===== config.mk =====
export PLATFORM = sky130hd
export DESIGN_NAME = mem_port_arbiter
export DESIGN_NICKNAME = d
export VERILOG_FILES = /design/src/rtl/mem_port_arbiter.sv
export SDC_FILE = /design/constraint.sdc
export NUM_CORES = 1
export LEC_CHECK = 0
export ABC_AREA = 1
export BUFFER_PORTS_ARGS = -buffer_cell sky130_fd_sc_hd__buf_2
export CAP_MARGIN = 30
export CORE_MARGIN = 4
export CORE_UTILIZATION = 46
export CTS_BUF_LIST = sky130_fd_sc_hd__clkbuf_16
export DETAILED_ROUTE_END_ITERATION = 8
export PLACE_DENSITY = 0.8
export SKIP_CTS_REPAIR_TIMING = 1
export SYNTH_ARGS = -nofsm -noshare
export SYNTH_HDL_FRONTEND = slang
export SYNTH_SLANG_ARGS = --single-unit

===== constraint.sdc =====
create_clock -name clk -period 2.3 [get_ports clk]
set_clock_uncertainty 0.2 [all_clocks]
set_input_delay 0.46 -clock clk [delete_from_list [all_inputs] [get_ports clk]]
set_output_delay 0.46 -clock clk [all_outputs]
set_load 0.1 [all_outputs]

===== src/rtl/mem_port_arbiter.sv =====
// mem_port_arbiter: shares one memory port between fetch and data with data priority and fetch starvation limit
module mem_port_arbiter #(
    parameter int unsigned STARVE_LIMIT = 4
) (
    input  logic        clk,
    input  logic        rst,
    input  logic        if_req,
    input  logic [31:0] if_addr,
    output logic [31:0] if_rdata,
    output logic        if_ready,
    input  logic        d_req,
    input  logic        d_rw,
    input  logic [31:0] d_addr,
    input  logic [31:0] d_wdata,
    input  logic [3:0]  d_wmask,
    output logic [31:0] d_rdata,
    output logic        d_ready,
    output logic        mem_req,
    output logic        mem_we,
    output logic [31:0] mem_addr,
    output logic [31:0] mem_wdata,
    output logic [3:0]  mem_wmask,
    input  logic [31:0] mem_rdata,
    input  logic        mem_ack,
    output logic        stall_if,
    output logic        stall_mem
);
    typedef enum logic [1:0] {IDLE, FETCH, DATA} state_t;
    state_t      state_q, state_d;
    logic [3:0]  starve_q, starve_d;
    logic        if_ready_q, if_ready_d, d_ready_q, d_ready_d, mem_we_q, mem_we_d;
    logic [31:0] mem_addr_q, mem_addr_d, mem_wdata_q, mem_wdata_d;
    logic [3:0]  mem_wmask_q, mem_wmask_d;
    logic [31:0] if_rdata_q, if_rdata_d, d_rdata_q, d_rdata_d;
    logic        if_elig, d_elig, pick_d;
    localparam logic [3:0] LIM = 4'(STARVE_LIMIT);
    // a requester in its ready cycle has just been served and cannot win again
    assign if_elig = if_req & ~if_ready_q;
    assign d_elig  = d_req & ~d_ready_q;
    assign pick_d  = d_elig & ~(if_elig & (starve_q == LIM));
    // arbitration in IDLE, completion on mem_ack in FETCH/DATA
    always_comb begin
        state_d     = state_q;
        starve_d    = starve_q;
        if_ready_d  = 1'b0;
        d_ready_d   = 1'b0;
        mem_we_d    = mem_we_q;
        mem_addr_d  = mem_addr_q;
        mem_wdata_d = mem_wdata_q;
        mem_wmask_d = mem_wmask_q;
        if_rdata_d  = if_rdata_q;
        d_rdata_d   = d_rdata_q;
        case (state_q)
            IDLE: begin
                if (pick_d) begin
                    state_d     = DATA;
                    mem_we_d    = d_rw;
                    mem_addr_d  = d_addr;
                    mem_wdata_d = d_wdata;
                    mem_wmask_d = d_rw ? d_wmask : 4'h0;
                    starve_d    = !if_req ? 4'h0 : (starve_q >= LIM ? LIM : starve_q + 4'h1);
                end else if (if_elig) begin
                    state_d     = FETCH;
                    mem_we_d    = 1'b0;
                    mem_addr_d  = if_addr;
                    mem_wmask_d = 4'h0;
                    starve_d    = 4'h0;
                end else if (!if_req) begin
                    starve_d = 4'h0;
                end
            end
            default: begin
                if (mem_ack) begin
                    state_d = IDLE;
                    if (state_q == FETCH) begin
                        if_ready_d = 1'b1;
                        if_rdata_d = mem_rdata;
                    end else begin
                        d_ready_d = 1'b1;
                        d_rdata_d = mem_we_q ? d_rdata_q : mem_rdata;
                    end
                end
            end
        endcase
    end
    // state and output registers; reset abandons any outstanding transaction
    always_ff @(posedge clk) begin
        if (rst) begin
            state_q     <= IDLE;
            starve_q    <= 4'h0;
            if_ready_q  <= 1'b0;
            d_ready_q   <= 1'b0;
            mem_we_q    <= 1'b0;
            mem_addr_q  <= 32'h0;
            mem_wdata_q <= 32'h0;
            mem_wmask_q <= 4'h0;
            if_rdata_q  <= 32'h0;
            d_rdata_q   <= 32'h0;
        end else begin
            state_q     <= state_d;
            starve_q    <= starve_d;
            if_ready_q  <= if_ready_d;
            d_ready_q   <= d_ready_d;
            mem_we_q    <= mem_we_d;
            mem_addr_q  <= mem_addr_d;
            mem_wdata_q <= mem_wdata_d;
            mem_wmask_q <= mem_wmask_d;
            if_rdata_q  <= if_rdata_d;
            d_rdata_q   <= d_rdata_d;
        end
    end
    assign mem_req   = state_q != IDLE;
    assign mem_we    = mem_we_q;
    assign mem_addr  = mem_addr_q;
    assign mem_wdata = mem_wdata_q;
    assign mem_wmask = mem_wmask_q;
    assign if_ready  = if_ready_q;
    assign d_ready   = d_ready_q;
    assign if_rdata  = if_rdata_q;
    assign d_rdata   = d_rdata_q;
    assign stall_if  = if_req & ~if_ready_q;
    assign stall_mem = d_req & ~d_ready_q;
endmodule


==> impl_results.md <==
* Syn avg cell area at 7.22 um2
* Yosys cell types at 24
* Syn Nets at 920
* Hold path startpoint: d_wdata[15]
* Reg power frac at 34.6%
* Max-slew headroom at 55.1%
* TritonCTS Buffers at 17
* Initial antenna violation count at 0
* Max_cap viols at 0
* Slowest stage cell, crit path: dfxtp_1
* Die W at 119 um
* M1 GR Usage at 26.5%
* IO Port Bufs at 275
* Post-route cell area at 7680 um2
* Final nets at 1174
* CORE AREA at 12000 um2
* Flop-to-flop setup slack at 320 ps
* GRT Total Usage at 23.0%
* Number of buffers and inverters on the critical path at 2
* Peak supply drop at 657 uV
* H-tree level count at 4
* Final TNS setup at 0 ps
* Cells after synthesis at 780
* Drt total wl at 16400 um
* WS Path Type: reg2out
* Worst path depth at 3
* GR peak layer: met2
* Layout area overhead at 36.5%
* Clk pwr share at 34.6%
* Crit path max-delay family: buffers and inverters
* Worst-margin pin slew at 672 ps
* CP required at 1640 ps
* Critical path launch point type: flip-flop
* Sequential area share after synthesis at 50.1%
* Placed cells at 1162
* CP max stage delay at 330 ps
* Met2 Use GR at 38.1%
* Status: complete, no violations
* Later-pin clock latency in the skew report at 410 ps
* Worst-path clk slew at 60 ps
* PwrDens at 1030 nW/um2
* Most frequent cells in the layout: buf_2, nor2_1, dfxtp_1, nand2_1, inv_1
* Setup slack at placement at 342 ps
* Worst Hold End: mem_wdata[15]$_SDFFE_PP0P_
* Clock Sinks at 141
* DR WL/cell at 13.7 um
* # setup viols final at 0
* Gate power share at 30.7%
* CTS tree: done
* Placed Area at 7090 um2
* Fin crit share at 91.9%
* First-pass GRT wire length at 26400 um
* Ys Warns at 0
* Die area at 14100 um2
* Worst-case clock buffer depth at 2
* RSZ-0062 raised after global routing: false
* Final HPWL DP at 11700 um
* Share of cells above drive strength 1 at 31.8%
* Synth Register Bits at 141
* Switching Share at 39.8%
* Largest net degree at the start of global routing at 97
* Internal Dissipation at 4.78 mW
* Non-filler cells, final at 1194
* Met3 usage in global routing at 8.18%
* Vias at 5807
* Leakage at 4.10 nW
* Clock Tree Root: clkbuf_16
* Final min period at 2110 ps
* Reg-to-Reg End: mem_wdata[23]$_SDFFE_PP0P_
* Final Max Tran Viols at 0
* Vias in the first global route at 5489
* Worst Hold Depth at 3
* I/O pin cnt at 276
* Crit end category: output pin
* Power Total at 7.94 mW
* Ant diodes at 0
* Gp weighted congestion at 0.856
* Number of fill cells in the layout at 1109
* Chip height at 119 um
* Grt total ovfl at 0
* NetSw at 3.16 mW
* DRT antenna net count at 0
* FF-to-FF Start: starve_q[0]$_SDFFE_PP0P_
* Fmax achieved at 473 MHz
* Final WS setup at 187 ps
* DR vias/cell at 4.86
* DR DRC count at 0
* First DRT Iteration DRCs at 363
* Worst Hold Class: in2reg
* Commonest non-fill, non-tap cell in the layout: buf_2
* Worst R2R Path Depth at 9
* Initial core utilization at 46.9%
* Critical path data arrival time at 1450 ps
* CP max FO at 4
* Synthesized area at 5630 um2
* Hold Vio Cnt, Final at 0
* FP Rows at 40
* Critical path cell sequence: nor2_2 > inv_1 > buf_2
* 1st-pass router iterations at 5
[sequential cells by signal, indices dropped and copies added, names as in the netlist]
name and count:
state_q 2, if_rdata 32, d_ready 1, mem_wmask 4, mem_we 1, mem_wdata 32, d_rdata 32, mem_addr 32
starve_q 4, if_ready 1
[cells by family after synthesis]
logic type      Yosys count  share of synthesized area (%)
buf+inv                 137                           10.2
compound gates          146                           13.0
simple gates            354                           26.1
flops                   141                           50.1
fa+ha+maj                 2                          0.444
[per-stage QoR]
step / hold WS [ps] / utilization, %
floorplan: 253 / -
global placement: 227 / 59.0
detailed placement: 233 / 59.0
CTS: 47.5 / 64.0
global route: 54.8 / 64.0
finish: 64.7 / 64.0
[routing by layer]
layer  share of wire, %  routed length, um
met5                  0                  0
met1                 40               6630
met4                2.8                452
met2                 48               7820
met3                9.1               1490
[worst max-delay path by stage]
stage	startpoint	endpoint	slack, ps
floorplan	if_ready$_SDFF_PP0_	mem_wdata[20]$_SDFFE_PP0P_	120
global placement	starve_q[0]$_SDFFE_PP0P_	mem_wdata[6]$_SDFFE_PP0P_	400
detailed placement	starve_q[0]$_SDFFE_PP0P_	mem_wdata[23]$_SDFFE_PP0P_	340
CTS	state_q[1]$_SDFFE_PP0P_	mem_req	160
global route	state_q[1]$_SDFFE_PP0P_	mem_req	120
finish	state_q[1]$_SDFFE_PP0P_	mem_req	190
[power by group through the flow]
stage               Clock (mW)  Sequential [mW]  Combinational, mW
finish                    2.75             2.75               2.44
global route              2.94             2.77               2.56
CTS                       2.80             2.75               2.45
detailed placement           0             2.80               2.44
global placement             0             2.79               2.42
floorplan                    0             4.23              0.543
[worst register-to-register path, stage by stage, from the launching register on]
cell and delay (ps):
dfxtp_1 380, inv_1 60, ha_1 190, nand2_1 60
inv_1 60, nand3_4 80, nand2_4 70, nor2_4 520
o21ai_0 190, nor2_1 110
[cell type report]
cell class | count | area [um2] | share of cell area (%)
repair buffers | 286 | 1520 | 19.8
clock inverters | 15 | 169 | 2.20
well taps | 147 | 184 | 2.39
flip-flops and latches | 141 | 2830 | 36.8
clock buffers | 17 | 425 | 5.54
multi-input cells | 502 | 2230 | 29.1
inverters | 86 | 323 | 4.20
[synth_stat cells]
cell,number,area share [%]
ha_1,2,0.44
dfxtp_1,141,50
nor2_2,1,0.11
buf_4,5,0.67
buf_2,7,0.62
a21oi_1,49,4.4
buf_1,2,0.13
nor2_4,2,0.40
nor2_1,187,12
inv_1,82,5.5
buf_6,4,0.80
o21ai_1,17,1.5
clkbuf_2,3,0.27
o21ai_0,79,7.0
inv_2,4,0.27
nand3b_1,1,0.13
nor3_1,3,0.27
nand3_4,1,0.31
nand3_1,69,6.1
o21ai_2,1,0.16
nand2_4,2,0.40
nand2_1,87,5.8
or2_2,1,0.11
clkbuf_1,30,2.0
Power figures use the tool's default switching activity.
